<file path="src/rtl/h80cpu_uart_rx_pkg.sv">
// Shared h80 I/O bus types plus UART receiver register map and state encoding.
package h80cpu_uart_rx_pkg;

    typedef logic [15:0] bus_addr_t;
    typedef logic [15:0] bus_data_t;
    typedef logic [2:0]  bus_cmd_t;

    localparam bus_cmd_t bus_cmd_read_w  = 3'd0;
    localparam bus_cmd_t bus_cmd_write_w = 3'd1;
    localparam bus_cmd_t bus_cmd_read_b  = 3'd2;
    localparam bus_cmd_t bus_cmd_write_b = 3'd3;

    localparam bus_addr_t uart_rx_reg_data = 16'h0000;
    localparam bus_addr_t uart_rx_reg_stat = 16'h0002;

    localparam int unsigned uart_rx_stat_valid   = 0;
    localparam int unsigned uart_rx_stat_full    = 1;
    localparam int unsigned uart_rx_stat_overrun = 2;
    localparam int unsigned uart_rx_stat_ferr    = 3;

    typedef enum logic [2:0] {
        RxIdle,
        RxStart,
        RxData,
        RxStop,
        RxBreak
    } rx_state_t;

    function automatic logic cmd_is_write(input bus_cmd_t c);
        return (c == bus_cmd_write_w) || (c == bus_cmd_write_b);
    endfunction

endpackage

</file>
<file path="src/rtl/h80cpu_fifo.sv">
// Synchronous show-ahead FIFO; pushes when full and pops when empty are ignored.
module h80cpu_fifo #(
    parameter int unsigned WIDTH = 8,
    parameter int unsigned DEPTH = 8
) (
    input  logic                     clk,
    input  logic                     reset_,
    input  logic                     push,
    input  logic                     pop,
    input  logic [WIDTH-1:0]         din,
    output logic [WIDTH-1:0]         dout,
    output logic [$clog2(DEPTH):0]   count,
    output logic                     empty,
    output logic                     full
);

    localparam int unsigned AW = $clog2(DEPTH);

    logic [WIDTH-1:0] r_mem [DEPTH];
    logic [AW-1:0]    r_wptr;
    logic [AW-1:0]    r_rptr;
    logic [AW:0]      r_count;
    logic             w_do_push;
    logic             w_do_pop;

    assign empty     = (r_count == '0);
    assign full      = (r_count == DEPTH[AW:0]);
    assign w_do_push = push && !full;
    assign w_do_pop  = pop && !empty;
    assign dout      = r_mem[r_rptr];
    assign count     = r_count;

    always_ff @(posedge clk or negedge reset_) begin
        if (!reset_) begin
            r_wptr  <= '0;
            r_rptr  <= '0;
            r_count <= '0;
        end else begin
            if (w_do_push) r_wptr <= r_wptr + 1'b1;
            if (w_do_pop)  r_rptr <= r_rptr + 1'b1;
            case ({w_do_push, w_do_pop})
                2'b10:   r_count <= r_count + 1'b1;
                2'b01:   r_count <= r_count - 1'b1;
                default: r_count <= r_count;
            endcase
        end
    end

    always_ff @(posedge clk) begin
        if (w_do_push) r_mem[r_wptr] <= din;
    end

endmodule

</file>
<file path="src/rtl/h80cpu_uart_rx.sv">
// h80 I/O bus UART receiver: 8N1 deserialiser, receive FIFO and toggle-handshake responder.
module h80cpu_uart_rx
    import h80cpu_uart_rx_pkg::*;
#(
    parameter int unsigned CLK_FREQ   = 27000000,
    parameter int unsigned BAUD       = 115200,
    parameter int unsigned FIFO_DEPTH = 8
) (
    input  logic      clk,
    input  logic      reset_,
    input  bus_addr_t addr,
    input  bus_cmd_t  cmd,
    input  logic      run,
    input  bus_data_t wr_data,
    output bus_data_t rd_data,
    output logic      done,
    input  logic      uart_rxp,
    output logic      rx_irq
);

    localparam int unsigned DIV = CLK_FREQ / BAUD;
    localparam int unsigned CW  = $clog2(DIV + 1);
    localparam int unsigned FCW = $clog2(FIFO_DEPTH) + 1;
    localparam logic [CW-1:0] HALF_LOAD = CW'(DIV / 2 - 1);
    localparam logic [CW-1:0] FULL_LOAD = CW'(DIV - 1);

    logic            r_sync1, r_sync2, r_prev;
    rx_state_t       r_state;
    logic [CW-1:0]   r_cnt;
    logic [2:0]      r_bit;
    logic [7:0]      r_shift;
    logic            r_overrun, r_ferr, r_done, r_irq;
    bus_data_t       r_rd_data;

    logic            w_tick, w_stop_smp;
    logic            w_push_ev, w_ovr_ev, w_ferr_ev;
    logic            w_req, w_is_wr, w_sel_stat, w_pop;
    logic            w_clr_ovr, w_clr_ferr;
    logic            w_empty, w_full;
    logic [7:0]      w_dout;
    logic [FCW-1:0]  w_count;
    bus_data_t       w_status;
    logic            w_unused;

    assign rd_data = r_rd_data;
    assign done    = r_done;
    assign rx_irq  = r_irq;

    assign w_unused = ^{addr[15:2], addr[0], wr_data[15:4], wr_data[1:0]};

    always_ff @(posedge clk or negedge reset_) begin
        if (!reset_) begin
            r_sync1 <= 1'b1;
            r_sync2 <= 1'b1;
            r_prev  <= 1'b1;
        end else begin
            r_sync1 <= uart_rxp;
            r_sync2 <= r_sync1;
            r_prev  <= r_sync2;
        end
    end

    // r_cnt reaching zero marks the bit-centre sample point.
    assign w_tick     = (r_cnt == '0);
    assign w_stop_smp = (r_state == RxStop) && w_tick;
    assign w_push_ev  = w_stop_smp && r_sync2 && !w_full;
    assign w_ovr_ev   = w_stop_smp && r_sync2 && w_full;
    assign w_ferr_ev  = w_stop_smp && !r_sync2;

    always_ff @(posedge clk or negedge reset_) begin
        if (!reset_) begin
            r_state <= RxIdle;
            r_cnt   <= '0;
            r_bit   <= '0;
            r_shift <= '0;
        end else begin
            if (!w_tick) r_cnt <= r_cnt - 1'b1;
            unique case (r_state)
                RxIdle: begin
                    if (r_prev && !r_sync2) begin
                        r_cnt   <= HALF_LOAD;
                        r_state <= RxStart;
                    end
                end
                RxStart: begin
                    if (w_tick) begin
                        if (!r_sync2) begin
                            r_cnt   <= FULL_LOAD;
                            r_bit   <= '0;
                            r_state <= RxData;
                        end else begin
                            r_state <= RxIdle;
                        end
                    end
                end
                RxData: begin
                    if (w_tick) begin
                        r_shift <= {r_sync2, r_shift[7:1]};
                        r_cnt   <= FULL_LOAD;
                        r_bit   <= r_bit + 1'b1;
                        if (r_bit == 3'd7) r_state <= RxStop;
                    end
                end
                RxStop: begin
                    if (w_tick) r_state <= r_sync2 ? RxIdle : RxBreak;
                end
                RxBreak: begin
                    if (r_sync2) r_state <= RxIdle;
                end
                default: r_state <= RxIdle;
            endcase
        end
    end

    h80cpu_fifo #(
        .WIDTH (8),
        .DEPTH (FIFO_DEPTH)
    ) u_fifo (
        .clk    (clk),
        .reset_ (reset_),
        .push   (w_push_ev),
        .pop    (w_pop),
        .din    (r_shift),
        .dout   (w_dout),
        .count  (w_count),
        .empty  (w_empty),
        .full   (w_full)
    );

    assign w_req      = (run != r_done);
    assign w_is_wr    = cmd_is_write(cmd);
    assign w_sel_stat = addr[1];
    assign w_pop      = w_req && !w_is_wr && !w_sel_stat && !w_empty;
    assign w_clr_ovr  = w_req && w_is_wr && w_sel_stat && wr_data[uart_rx_stat_overrun];
    assign w_clr_ferr = w_req && w_is_wr && w_sel_stat && wr_data[uart_rx_stat_ferr];

    always_comb begin
        w_status                       = '0;
        w_status[uart_rx_stat_valid]   = !w_empty;
        w_status[uart_rx_stat_full]    = w_full;
        w_status[uart_rx_stat_overrun] = r_overrun;
        w_status[uart_rx_stat_ferr]    = r_ferr;
        w_status[12:8]                 = 5'(w_count);
    end

    always_ff @(posedge clk or negedge reset_) begin
        if (!reset_) begin
            r_done    <= 1'b0;
            r_rd_data <= '0;
            r_overrun <= 1'b0;
            r_ferr    <= 1'b0;
            r_irq     <= 1'b0;
        end else begin
            if (w_req) begin
                r_done <= ~r_done;
                if (!w_is_wr) begin
                    r_rd_data <= w_sel_stat ? w_status : (w_empty ? '0 : {8'h00, w_dout});
                end
            end
            // A flag event in the same cycle as its W1C clear keeps the flag set.
            r_overrun <= (r_overrun && !w_clr_ovr) || w_ovr_ev;
            r_ferr    <= (r_ferr && !w_clr_ferr) || w_ferr_ev;
            r_irq     <= w_push_ev || (!w_empty && !(w_pop && (w_count == FCW'(1))));
        end
    end

endmodule
</file>
<file path="config.mk">
export PLATFORM = sky130hd
export DESIGN_NAME = h80cpu_uart_rx
export DESIGN_NICKNAME = d
export VERILOG_FILES = /design/src/rtl/h80cpu_uart_rx_pkg.sv /design/src/rtl/h80cpu_fifo.sv /design/src/rtl/h80cpu_uart_rx.sv
export SDC_FILE = /design/constraint.sdc
export NUM_CORES = 1
export LEC_CHECK = 0
export ABC_AREA = 1
export ABC_CLOCK_PERIOD_IN_PS = 1930
export BUFFER_PORTS_ARGS = -buffer_cell sky130_fd_sc_hd__buf_2
export CORE_UTILIZATION = 53
export DETAILED_ROUTE_END_ITERATION = 10
export PLACE_DENSITY = 0.85
export SYNTH_ARGS = -nofsm -noshare
export SYNTH_HDL_FRONTEND = slang
export SYNTH_SLANG_ARGS = --single-unit
</file>
<file path="constraint.sdc">
create_clock -name clk -period 1.93 [get_ports clk]
set_input_delay 0.4825 -clock clk [delete_from_list [all_inputs] [get_ports clk]]
set_output_delay 0.4825 -clock clk [all_outputs]
set_load 0.01 [all_outputs]
</file>
-- Word level (Yosys, flattened, before mapping)
Memories as Yosys holds them, arrays and structs flattened.
Cells that the tools add are included.
- div/mod/pow operators: 0
- multiplexer cells: 24
- add/subtract/negate cells: 6
- bitwise operators: 2
- eq/ne operators: 19
- shift operators: 0
- reductions and logical operators: 40
- multipliers: 0
- $lt $le $gt $ge: 0
- operators by type and width (kind ; count):
    2-to-1 mux 8 bit ; 6
    2-to-1 mux 3 bit ; 10
    one-hot mux 8 bit (3 select lines) ; 1
    logical AND 1 bit ; 19
    one-hot mux 3 bit (5 select lines) ; 1
    != test 2 bit, second input constant ; 7
    2-to-1 mux 12 bit ; 1
    adder 3 x 1 -> 3 bit, second input constant ; 3
    == test 3 x 2 -> 1 bit, second input constant ; 3
    logical NOT 1 bit ; 8
    logical NOT 8 bit ; 1
    one-hot mux 4 bit (2 select lines) ; 1
    subtractor 8 x 1 -> 8 bit, second input constant ; 1
    == test 3 x 1 -> 1 bit, second input constant ; 2
    == test 3 bit, second input constant ; 2
    one-hot mux 3 bit (2 select lines) ; 1
    AND reduction 6 bit ; 1
    adder 4 x 1 -> 4 bit, second input constant ; 1
    == test 4 x 1 -> 1 bit, second input constant ; 1
    == test 4 bit, second input constant ; 1
    logical NOT 4 bit ; 1
    logical OR 1 bit ; 4
    AND reduction 2 bit ; 2
    AND reduction 4 bit ; 1
    other kinds (9) ; 12
- bits in registers: 55
- latch bits: 0
- bits of input ports: 39
- bits in writable memories: 64
- memories kept: 1
- memory bits (read-only): 0
- memory list (name ; depth ; bits a word ; read ports ; clocked after Yosys merged registers in ; wr ports ; line ; source):
    u_fifo.r_mem ; 8 ; 8 ; 1 ; 0 ; 1 ; h80cpu_fifo.sv:19 ; logic [WIDTH-1:0] r_mem [DEPTH];

-- Logic depth before layout (Yosys ltp)
Gate-level depths: netlist (run 1).
- depth in word-level cells: 10
- gate-level depth with buffers: 13
- depth with buffers taken out: 13

-- By module
From an unflattened synthesis (run 1), not the netlist that was laid out.
- cells, all modules: 609
- area, all modules: 5497.8 um^2
- modules (own cells, without submodules) (module ; cells each ; instances ; area each (um^2)):
    h80cpu_fifo ; 357 ; 1 ; 3399.5
    h80cpu_uart_rx ; 252 ; 1 ; 2098.3

-- Least setup slack after synthesis (run 1)
OpenSTA, ideal clock, no wires.
- path kind: reg2reg
- start point: reg r_cnt[0]
- end point: reg u_fifo.r_count[2] (netlist: u_fifo.count[2])
- stages on the path, launching flop included: 13
- path slack: -122 ps
- period minus slack after synthesis: 2052 ps
- arrival: 1934 ps
- buffers on the path: 0
- data required time: 1812 ps
- cells stage by stage: dfrtp_1 inv_1 ha_1 nand3_2 nor2_8 nand3_4 nor2_8 inv_2 ha_1 nor2_1 o21ai_0 xor2_1 inv_1
- cells in the longest elaborated chain, start to end: 7
- ends and longest elaborated chain (what ; line ; source):
    start: declaration ; h80cpu_uart_rx.sv:29 ; logic [CW-1:0] r_cnt;
    start signal: assignment ; h80cpu_uart_rx.sv:77 ; if (!w_tick) r_cnt <= r_cnt - 1'b1;
    logical NOT 8 bit * ; h80cpu_uart_rx.sv:64 ; assign w_tick = (r_cnt == '0);
    logical AND 1 bit * ; h80cpu_uart_rx.sv:65 ; assign w_stop_smp = (r_state == RxStop) && w_tick;
    logical AND 1 bit * (2 in a row) ; h80cpu_uart_rx.sv:66 ; assign w_push_ev = w_stop_smp && r_sync2 && !w_full;
    logical AND 1 bit * ; h80cpu_fifo.sv:28 ; assign w_do_push = push && !full;
    == test 2 x 1 -> 1 bit / == test 2 bit (equally long branches) ; h80cpu_fifo.sv:41 ; case ({w_do_push, w_do_pop})
    one-hot mux 4 bit (2 select lines) / nonzero test 2 bit (equally long branches) ; -- ;
    end signal: assignment ; h80cpu_fifo.sv:42 ; 2'b10: r_count <= r_count + 1'b1;
    end signal: assignment ; h80cpu_fifo.sv:43 ; 2'b01: r_count <= r_count - 1'b1;
    end signal: assignment ; h80cpu_fifo.sv:44 ; default: r_count <= r_count;
    end: declaration ; h80cpu_fifo.sv:22 ; logic [AW:0] r_count;
Every way passes the cells marked *; elsewhere a longest branch is shown, timed or not.
A chain may end at the register's enable or synchronous reset.

-- Worst setup path in the final report (run 1)
- start point: reg u_fifo.r_count[1] (netlist: u_fifo.count[1])
- end point: reg u_fifo.r_count[3] (netlist: u_fifo.count[3])
- cells in the longest elaborated chain, start to end: 6
- ends and longest elaborated chain (what ; line ; source):
    logical NOT 4 bit * ; h80cpu_fifo.sv:26 ; assign empty = (r_count == '0);
    logical NOT 1 bit * ; h80cpu_fifo.sv:29, h80cpu_uart_rx.sv:133 ;
    logical AND 1 bit ; h80cpu_uart_rx.sv:133 ; assign w_pop = w_req && !w_is_wr && !w_sel_stat && !w_empty;
    logical AND 1 bit * ; h80cpu_fifo.sv:29 ; assign w_do_pop = pop && !empty;
    net u_fifo.w_do_pop ; h80cpu_fifo.sv:24 ; logic w_do_pop;
    == test 2 x 1 -> 1 bit / == test 2 bit (equally long branches) ; h80cpu_fifo.sv:41 ;
    one-hot mux 4 bit (2 select lines) / nonzero test 2 bit (equally long branches) ; -- ;
The timed path passes the listed nets; every way through them passes the cells marked *.

==> impl_results.md, run 1 <==
* Util after Layout at 68.57%
* Mux contribution to synthesized area at 0%
* Mean number of vias per cell at 5.689
* Most used DFF post-synth: edfxtp_1
* Synthesized area per cell at 10.27 um2
* Drt total wl at 12.87 mm
* Cts bufs inserted at 17
* H-tree depth at 4
* Detailed Place HPWL at 7.555 mm
* Routed WL per cell at 18.20 um
* Yosys warns at 0
* Vias in the first global route at 4096
* Failing checks: negative setup slack
* Nets at 614
* I/O Buffers at 22
* DRC Markers at 0
* Fill count at 618
* Worst path arrival time at 2.42 ns
* Worst-Skew Late Latency at 0.52 ns
* Unrepaired setup endpoints after global routing: yes
* Sw Pwr at 3.132 mW
* Post-route cell area at 0.006396 mm2
* Yosys top cell area share at 37.35%
* Clk buf depth at 2
* First-pass GRT wire length at 19.75 mm
* Internal power at 5.964 mW
* Largest area contributor in the netlist: edfxtp_1
* Antenna diodes at 0
* Post-synthesis simple-gate area fraction at 20.87%
* Initial drt markers at 342
* Worst Setup End Kind: flip-flop
* Pwr dens at 1422 mW/mm2
* Final worst-path cycle share at 104.5%
* Sw Ratio at 34.43%
* Reg area at 0.003202 mm2
* Die Area at 0.01011 mm2
* Synthesized cell area at 0.005145 mm2
* Fin Hold WS at 0.06939 ns
* GP Congestion at 0.8483
* EDFF count, synth at 64
* Max Slew Vio Count at 0
* Initial core utilization at 55.16%
* Hold/Removal Path Class: primary input to flip-flop
* Ranking of synthesized cells by area: edfxtp_1, dfrtp_1, nand2_1
* I/O pins at 57
* Pwr Total at 9.096 mW
* Post-synth cell types at 38
* Clock transition at path regs at 0.06 ns
* Area Overhead vs Synth at 24.32%
* Leak Pwr at 2.789 nW
* Largest net degree at the start of global routing at 34
* WS Path Type: flip-flop to flip-flop
* CTS tree: yes
* Sequential Power Share at 34.5%
* Grt ovf at 0
* Initial antenna violation count at 0
* Post-DP Area at 0.005607 mm2
* GRT Util Overall at 26.61%
* Result of the run: finished with violations
* Clock power frac at 35.0%
* Layout cells sized above 1 at 25.95%
* Vias at 4022
* Combinational family with the most area after synthesis: simple AND/OR/NAND/NOR gates
* Setup_tns at -0.08719 ns
* Number of synthesized register bits at 115
* CP required at 2.33 ns
* Die width at 100.5 um
* Max transition margin at 62.80%
* Post-DRT Antenna Nets at 0
* Clock sink count at 115
* Min Tclk post-route at 2.017 ns
* CTS root buffer: clkbuf_8
* Std cell rows at 35
* Area taken by multi-input logic gates at 0.001770 mm2
* Area of the core at 0.009328 mm2
* XOR/XNOR Fraction of Synth Area at 1.362%
* Max Clock Freq at 0.4957 GHz
* DRT Pass-1 Iters at 5
* Clock skew at 0.01304 ns
* Startpoint Class: flip-flop
* Final setup fails at 1
* Synth Area in Adders at 2.432%
* Synth Area in Compound Gates at 7.466%
* Gate power share at 30.5%
* CP max FO at 4
* Post-synthesis cell count at 501
* MaxCap Viol Count at 0
* Maximum vdd ir drop at 861.0 uV
* Final hold vios at 0
* Seq/Total Area, Yosys at 62.23%
* Asr flop ratio synth at 44.35%
* Slack of the critical path at -0.08719 ns
* Overall die height at 100.5 um
* Worst Tran Pin Value at 0.5572 ns
[state kept, by name (all words and copies together), names as in the netlist]
| register | flops |
|---|---|
| r_sync1 | 1 |
| r_bit | 3 |
| rd_data | 12 |
| r_overrun | 1 |
| r_state | 3 |
| r_ferr | 1 |
| u_fifo.r_wptr | 3 |
| rx_irq | 1 |
| u_fifo.r_mem | 64 |
| u_fifo.r_rptr | 3 |
| u_fifo.count | 4 |
| r_sync2 | 1 |
| done | 1 |
| r_cnt | 8 |
| r_prev | 1 |
| r_shift | 8 |
[per-layer routing]
metal	track usage, %	up-vias	routed length [um]
met5	0	-	0
met4	18.28	0	603
met3	6.796	58	936
met2	44.36	213	6612
met1	30.16	1942	4715
li1	-	1809	-
[power groups by stage]
stage	combinational (mW)	clock, mW	sequential, mW
CTS	2.55	3.19	3.11
floorplan	1.66	0	3.19
global route	3.06	3.31	3.16
finish	2.78	3.18	3.13
detailed placement	2.39	0	3.15
global placement	2.26	0	3.14
[worst max-delay path, stage by stage, from the launching register on]
cell and delay, ns:
dfrtp_1 0.39, inv_2 0.08, ha_4 0.19, nand3_4 0.10, nand2_2 0.06, inv_2 0.08, nand2_1 0.10, inv_2 0.10
ha_4 0.19, inv_4 0.04, o22ai_2 0.16, nand3b_1 0.12, xor2_1 0.21, inv_1 0.08
[cells by family after synthesis]
family,count (synthesis)
buffers and inverters,66
AOI/OAI and AO/OA,66
DFF,115
other,1
adders and majority gates,10
and+or+nand+nor,235
xor gates and xnor gates,8
[layout by cell type, fill, tap and decap left out, drive strengths merged]
cell type	n
edfxtp	64
ha	10
dlygate4sd3	1
nand3b	1
nor2	62
clkinv	5
clkinvlp	1
o211ai	9
dfrtp	48
buf	59
a21oi	10
inv	50
xor2	5
o22ai	2
nand4	2
conb	4
nand3	50
nor3	3
or2	4
o21ai	37
o31ai	5
nand2	113
bufinv	1
xnor2	3
clkbuf	23
a21boi	3
dfstp	3
[worst paths after layout]
check,start,endpoint,slack (ns),cells after the start
min reg2reg,r_sync1$_DFF_PN1_,r_sync2$_DFF_PN1_,0.35,0
max,u_fifo.count[1]$_DFFE_PN0P_,u_fifo.count[3]$_DFFE_PN0P_,-0.09,13
max reg2reg,u_fifo.count[1]$_DFFE_PN0P_,u_fifo.count[3]$_DFFE_PN0P_,-0.09,13
min,uart_rxp,r_sync1$_DFF_PN1_,0.07,1
max in group asynchronous,reset_,rd_data[5]$_DFFE_PN0N_,0.90,3
min in group asynchronous,reset_,r_cnt[0]$_DFF_PN0_,0.48,2
[synth_stat cells (4+ instances only)]
| master | n |
|---|---|
| a21oi_1 | 10 |
| dfrtp_1 | 48 |
| o211ai_1 | 9 |
| nor2_1 | 54 |
| edfxtp_1 | 64 |
| buf_4 | 5 |
| nor2_2 | 5 |
| o21ai_0 | 31 |
| buf_2 | 10 |
| nand3_1 | 48 |
| xor2_1 | 5 |
| inv_2 | 13 |
| o31ai_1 | 4 |
| nand2_1 | 107 |
| nand2_2 | 4 |
| inv_1 | 35 |
| o21ai_1 | 5 |
| ha_1 | 10 |
[cell type report]
type / instances / share of cell area, %
Multi-Input combinational cell: 323 / 27.68
Timing Repair Buffer: 60 / 7.238
Clock inverter: 9 / 1.350
Tap cell: 129 / 2.523
Clock buffer: 23 / 8.294
Sequential cell: 115 / 50.06
Inverter: 48 / 2.856
[stage by stage]
step	cells	setup slack (ns)
global placement	664	0.04617
floorplan	504	0.007146
finish	707	-0.08719
global route	707	-0.1184
CTS	702	0.008420
detailed placement	664	-0.01095
[what timing repair did]
action	4_1_cts	5_1_grt
gates cloned	0	0
hold buffers	1	0
setup endpoints to repair	2	49
setup buffers	5	5
endpoints found under the hold margin	20	0
resized for setup	6	20
pin swaps	1	1
Power figures use the tool's default switching activity.
==> run 2: changes to the inputs <==
--- a/config.mk
+++ b/config.mk
@@ -10,7 +10,8 @@
 export BUFFER_PORTS_ARGS = -buffer_cell sky130_fd_sc_hd__buf_2
 export CORE_UTILIZATION = 53
 export DETAILED_ROUTE_END_ITERATION = 10
-export PLACE_DENSITY = 0.85
+export PLACE_DENSITY_LB_ADDON = 0.25
+export REMOVE_ABC_BUFFERS = 1
 export SYNTH_ARGS = -nofsm -noshare
 export SYNTH_HDL_FRONTEND = slang
 export SYNTH_SLANG_ARGS = --single-unit
==> impl_results.md, run 2 (same netlist as run 1, synthesis figures left out) <==
* MaxCap Viol Count at 0 (unchanged)
* CP required at 2.32 ns (was 2.33 ns)
* CP max FO at 4 (unchanged)
* Largest register FFs at 64 (unchanged)
* Initial antenna violation count at 0 (unchanged)
* Vias at 3721 (was 4022)
* Top Family by Delay on Critical Path: simple AND/OR/NAND/NOR gates (was flip-flops)
* Routed WL per cell at 14.67 um (was 18.20 um)
* H-tree depth at 4 (unchanged)
* Worst-Skew Late Latency at 0.51 ns (was 0.52 ns)
* Final setup fails at 0 (was 1)
* Drt total wl at 10.34 mm (was 12.87 mm)
* Layout cells sized above 1 at 23.44% (was 25.95%)
* CP peak stage delay at 0.38 ns (was 0.39 ns)
* Clk buf depth at 2 (unchanged)
* Commonest cells after routing, fill and taps aside: nand2_1, edfxtp_1, nor2_1 (was nand2_1, edfxtp_1, nor2_1, dfrtp_1, nand3_1)
* Final worst-path cycle share at 97.49% (was 104.5%)
* Final hold vios at 0 (unchanged)
* Sequential Power Share at 37.1% (was 34.5%)
* Pwr Total at 8.423 mW (was 9.096 mW)
* DRC Markers at 0 (unchanged)
* Clock skew at 0.01254 ns (was 0.01304 ns)
* Mean number of vias per cell at 5.278 (was 5.689)
* Post-route cell area at 0.006297 mm2 (was 0.006396 mm2)
* Worst Setup End Kind: flip-flop (unchanged)
* Area Overhead vs Synth at 22.40% (was 24.32%)
* Internal power at 5.614 mW (was 5.964 mW)
* Pwr dens at 1338 mW/mm2 (was 1422 mW/mm2)
* Result of the run: complete, no violations (was finished with violations)
* Cts bufs inserted at 17 (unchanged)
* Sw Ratio at 33.35% (was 34.43%)
* Std cell rows at 35 (unchanged)
* Worst-path cell chain: inv_2, ha_4, nand3_4, nor2_8, nand3_4, nor2_8, inv_2, ha_4, inv_2, o22ai_1, nand3b_1, xor2_1, inv_1 (was inv_2, ha_4, nand3_4, nand2_2, inv_2, nand2_1, inv_2, ha_4, inv_4, o22ai_2, nand3b_1, xor2_1, inv_1)
* Post-DP Area at 0.005632 mm2 (was 0.005607 mm2)
* First-pass GRT wire length at 16.39 mm (was 19.75 mm)
* Die Area at 0.01011 mm2 (unchanged)
* DRT Pass-1 Iters at 5 (unchanged)
* I/O pins at 57 (unchanged)
* Sw Pwr at 2.809 mW (was 3.132 mW)
* Slowest-stage cell, CP: dfrtp_1 (unchanged)
* Maximum vdd ir drop at 809.3 uV (was 861.0 uV)
* Worst Tran Pin Value at 0.5521 ns (was 0.5572 ns)
* Commonest non-fill, non-tap cell in the layout: nand2_1 (unchanged)
* Max Clock Freq at 0.5315 GHz (was 0.4957 GHz)
* Clock sink count at 115 (unchanged)
* Initial core utilization at 55.16% (unchanged)
* Overall die height at 100.5 um (unchanged)
* CP Buf/Inv Count at 4 (was 5)
* Grt ovf at 0 (unchanged)
* CTS root buffer: clkbuf_8 (unchanged)
* Top reg by flops: u_fifo.r_mem (unchanged)
* Min Tclk post-route at 1.882 ns (was 2.017 ns)
* Gate power share at 30.4% (was 30.5%)
* Setup_tns at 0 ns (was -0.08719 ns)
* WS Path Type: flip-flop to flip-flop (unchanged)
* Leak Pwr at 2.751 nW (was 2.789 nW)
* Vias in the first global route at 3480 (was 4096)
* CTS tree: yes (unchanged)
* GRT Util Overall at 21.80% (was 26.61%)
* Fin Hold WS at 0.07094 ns (was 0.06939 ns)
* FF-to-FF setup slack at 0.05 ns (was -0.09 ns)
* Most Frequent Cell on Critical Path: inv_2 (unchanged)
* Clock power frac at 32.5% (was 35.0%)
* Cell count after placement at 670 (was 664)
* Max transition margin at 63.14% (was 62.80%)
* Die width at 100.5 um (unchanged)
* Worst path arrival time at 2.27 ns (was 2.42 ns)
* Nets at 612 (was 614)
* Area of the core at 0.009328 mm2 (unchanged)
* Antenna diodes at 0 (unchanged)
* I/O Buffers at 22 (unchanged)
* Unrepaired setup endpoints after global routing: yes (unchanged)
* Initial drt markers at 236 (was 342)
* Clock transition at path regs at 0.05 ns (was 0.06 ns)
* Final Non-Filler Cells at 705 (was 707)
* Startpoint Class: flip-flop (unchanged)
* Hold/Removal Path Class: primary input to flip-flop (unchanged)
* Max Slew Vio Count at 0 (unchanged)
* GP Congestion at 0.8879 (was 0.8483)
* Post-DRT Antenna Nets at 0 (unchanged)
* Largest net degree at the start of global routing at 34 (unchanged)
* Detailed Place HPWL at 6.602 mm (was 7.555 mm)
## run 2: changes by cell type in the layout (fill, tap and decap cells not counted), moves of 3 or more
cell / change
nor2_2: -3
clkinv_4: -3
clkbuf_1: +6
inv_1: +3
buf_4: -4
## run 2: area by class of cell
cell class                      count  area [um2]
Fill cell                         675        3030
Inverter                           48       180.2
Clock inverter                      5       26.28
Timing Repair Buffer               58       464.2
Multi-Input combinational cell    323        1760
Tap cell                          129       161.4
Sequential cell                   115        3202
Clock buffer                       27       503.0
## run 2: final timing paths
kind | startpoint | to | cells after the start
worst max-delay path | r_cnt[1]$_DFF_PN0_ | u_fifo.count[3]$_DFFE_PN0P_ | 13
worst min-delay path | uart_rxp | r_sync1$_DFF_PN1_ | 1
min in group asynchronous | reset_ | rd_data[5]$_DFFE_PN0N_ | 2
worst min register to register | r_sync1$_DFF_PN1_ | r_sync2$_DFF_PN1_ | 0
worst max register to register | r_cnt[1]$_DFF_PN0_ | u_fifo.count[3]$_DFFE_PN0P_ | 13
max in group asynchronous | reset_ | u_fifo.r_wptr[0]$_DFFE_PN0P_ | 3
## run 2: stage by stage
step | util, % | worst slack [ns]
floorplan | - | -0.1993
global placement | 60.38 | -0.06042
detailed placement | 60.38 | -0.09851
CTS | 66.40 | 0.0002434
global route | 67.51 | -0.1073
finish | 67.51 | 0.04848
## run 2: power groups by stage
stage               registers (mW)  clock network, mW  logic (mW)
floorplan                     3.30                  0        1.41
global placement              3.14                  0        2.31
detailed placement            3.15                  0        2.39
CTS                           3.12               2.79        2.47
global route                  3.16               2.89        2.88
finish                        3.13               2.74        2.56
## run 2: what timing repair did
item | in CTS | in global routing
endpoints found under the hold margin | 15 | 0
setup endpoints to repair | 69 | 68
buffers inserted | 0 | 2
resized for setup | 6 | 23
hold buffers | 1 | 0
pin swaps | 0 | 6
## run 2: routing by layer
metal / routed length [um] / global-route usage [%] / share of wire (%)
met5: 0 / 0 / 0
met4: 236 / 9.030 / 2.3
met3: 566 / 6.172 / 5.5
met2: 5259 / 36.41 / 51
met1: 4281 / 26.74 / 41
==> run 3: changes to the inputs <==
--- a/config.mk
+++ b/config.mk
@@ -8,7 +8,7 @@
 export ABC_AREA = 1
 export ABC_CLOCK_PERIOD_IN_PS = 1930
 export BUFFER_PORTS_ARGS = -buffer_cell sky130_fd_sc_hd__buf_2
-export CORE_UTILIZATION = 53
+export CORE_UTILIZATION = 35
 export DETAILED_ROUTE_END_ITERATION = 10
 export PLACE_DENSITY_LB_ADDON = 0.25
 export REMOVE_ABC_BUFFERS = 1
==> impl_results.md, run 3 (same netlist as run 1, synthesis figures left out) <==
* Result of the run: complete, no violations (unchanged)
* Routed WL per cell at 14.62 um (was 14.67 um)
* Die Area at 0.01519 mm2 (was 0.01011 mm2)
* Die width at 123.2 um (was 100.5 um)
* Hold depth at 1 (unchanged)
* Worst setup path startpoint: r_cnt[1]$_DFF_PN0_ (unchanged)
* R2R cell count at 10 (was 13)
* Final Non-Filler Cells at 768 (was 705)
* CTS root buffer: clkbuf_16 (was clkbuf_8)
* R2R Path End: u_fifo.r_mem[7][1]$_DFFE_PP_ (was u_fifo.count[3]$_DFFE_PN0P_)
* WS Path Type: flip-flop to flip-flop (unchanged)
* Startpoint Class: flip-flop (unchanged)
* Area of the core at 0.01410 mm2 (was 0.009328 mm2)
* Area Overhead vs Synth at 26.87% (was 22.40%)
* GRT Util Overall at 16.33% (was 21.80%)
* Pwr Total at 8.830 mW (was 8.423 mW)
* GP Congestion at 0.7933 (was 0.8879)
* Max Slew Vio Count at 0 (unchanged)
* Antenna diodes at 0 (unchanged)
* FF-to-FF setup slack at 0.04 ns (was 0.05 ns)
* Initial drt markers at 317 (was 236)
* Initial antenna violation count at 0 (unchanged)
* Setup crit end: u_fifo.r_mem[7][1]$_DFFE_PP_ (was u_fifo.count[3]$_DFFE_PN0P_)
* Final setup fails at 0 (unchanged)
* DRT Pass-1 Iters at 4 (was 5)
* Commonest cells after routing, fill and taps aside: nand2_1, edfxtp_1, nor2_1 (unchanged)
* Vias at 3660 (was 3721)
* Grt ovf at 0 (unchanged)
* Hold/Removal Path Class: primary input to flip-flop (unchanged)
* DRC Markers at 0 (unchanged)
* Clock transition at path regs at 0.05 ns (about the same)
* Std cell rows at 43 (was 35)
* Vias in the first global route at 3634 (was 3480)
* Clk buf depth at 2 (unchanged)
* First-pass GRT wire length at 17.96 mm (was 16.39 mm)
* I/O Buffers at 22 (unchanged)
* CP required at 2.05 ns (was 2.32 ns)
* Largest register FFs at 64 (unchanged)
* Maximum vdd ir drop at 760.0 uV (was 809.3 uV)
* Pwr dens at 1353 mW/mm2 (was 1338 mW/mm2)
* Util after Layout at 46.31% (was 67.51%)
* Drt total wl at 11.23 mm (was 10.34 mm)
* Initial core utilization at 36.50% (was 55.16%)
* Mean number of vias per cell at 4.766 (was 5.278)
* Commonest non-fill, non-tap cell in the layout: nand2_1 (unchanged)
* Clock sink count at 115 (unchanged)
* Nets at 624 (was 612)
* Cts bufs inserted at 17 (unchanged)
* Final worst-path cycle share at 98.11% (was 97.49%)
* Post-DRT Antenna Nets at 0 (unchanged)
* CP max FO at 5 (was 4)
* Clock skew at 0.007345 ns (was 0.01254 ns)
* I/O pins at 57 (unchanged)
* Final hold vios at 0 (unchanged)
* Layout cells sized above 1 at 25.00% (was 23.44%)
* Setup_tns at 0 ns (unchanged)
* Worst path arrival time at 2.01 ns (was 2.27 ns)
* Largest net degree at the start of global routing at 34 (unchanged)
* Worst Tran Pin Value at 0.5990 ns (was 0.5521 ns)
* Leak Pwr at 2.834 nW (was 2.751 nW)
* Max transition margin at 60.01% (was 63.14%)
* Worst-Skew Late Latency at 0.41 ns (was 0.51 ns)
* Max Clock Freq at 0.5281 GHz (was 0.5315 GHz)
* Unrepaired setup endpoints after global routing: yes (unchanged)
* H-tree depth at 4 (unchanged)
* Top reg by flops: u_fifo.r_mem (unchanged)
* MaxCap Viol Count at 0 (unchanged)
* CTS tree: yes (unchanged)
* Overall die height at 123.2 um (was 100.5 um)
* Cell count after placement at 728 (was 670)
* Min Tclk post-route at 1.893 ns (was 1.882 ns)
* Worst Setup End Kind: flip-flop (unchanged)
* Detailed Place HPWL at 7.436 mm (was 6.602 mm)
* Worst r2r src: r_cnt[1]$_DFF_PN0_ (unchanged)
[run 3: cell count changes in the layout (fill, tap and decap cells not counted), sizes merged]
cell | previous run | this run
clkinvlp | 0 | 2
bufinv | 0 | 4
clkbuf | 27 | 19
inv | 49 | 48
clkinv | 4 | 7
buf | 57 | 69
[run 3: area by class of cell]
type | instances | area [um2]
Inverter | 48 | 180.2
Sequential cell | 115 | 3202
Clock inverter | 13 | 165.2
Tap cell | 180 | 225.2
Multi-Input combinational cell | 323 | 1769
Fill cell | 1302 | 7569
Clock buffer | 19 | 432.9
Timing Repair Buffer | 70 | 553.0
[run 3: how the worst min path moves through the flow]
stage,startpoint,end,slack [ns]
floorplan,reset_,done$_DFFE_PN0N_,0.19
global placement,reset_,r_cnt[0]$_DFF_PN0_,0.29
detailed placement,reset_,r_cnt[0]$_DFF_PN0_,0.29
CTS,uart_rxp,r_sync1$_DFF_PN1_,0.15
global route,uart_rxp,r_sync1$_DFF_PN1_,0.14
finish,uart_rxp,r_sync1$_DFF_PN1_,0.17
[run 3: critical path, cell delays in order (launching register included)]
cell	delay (ns)
dfrtp_1	0.38
inv_2	0.09
ha_4	0.15
nand3_4	0.09
nor2_8	0.13
nand3_4	0.11
nor2_8	0.14
buf_6	0.14
nand2_4	0.10
nor2_4	0.12
buf_4	0.15
[run 3: through the flow]
step	area (um2)	hold WS, ns	setup slack [ns]
detailed placement	5723	0.2929	-0.1638
global placement	5723	0.2918	-0.1388
global route	6528	0.1441	-0.03959
CTS	6387	0.1505	0.009914
floorplan	5050	0.1869	-0.1993
finish	6528	0.1722	0.03656
[run 3: layer usage]
metal | track usage, % | up-vias | routed length [um]
li1 | - | 1825 | -
met1 | 19.74 | 1775 | 5070
met2 | 27.55 | 49 | 5716
met3 | 4.659 | 11 | 331
met4 | 6.175 | 0 | 111
met5 | 0 | - | 0
[run 3: timing repair]
action | 4_1_cts | 5_1_grt
hold buffers | 1 | 0
endpoints found under the setup margin | 68 | 67
setup buffers | 0 | 7
gates resized for setup | 15 | 22
hold endpoints to repair | 1 | 0
pin swaps | 1 | 8
[run 3: power by group]
group / switching, mW / internal, mW / total [mW]
registers: 0.249 / 2.90 / 3.14
logic: 1.53 / 0.983 / 2.51
clock network: 1.04 / 2.13 / 3.17
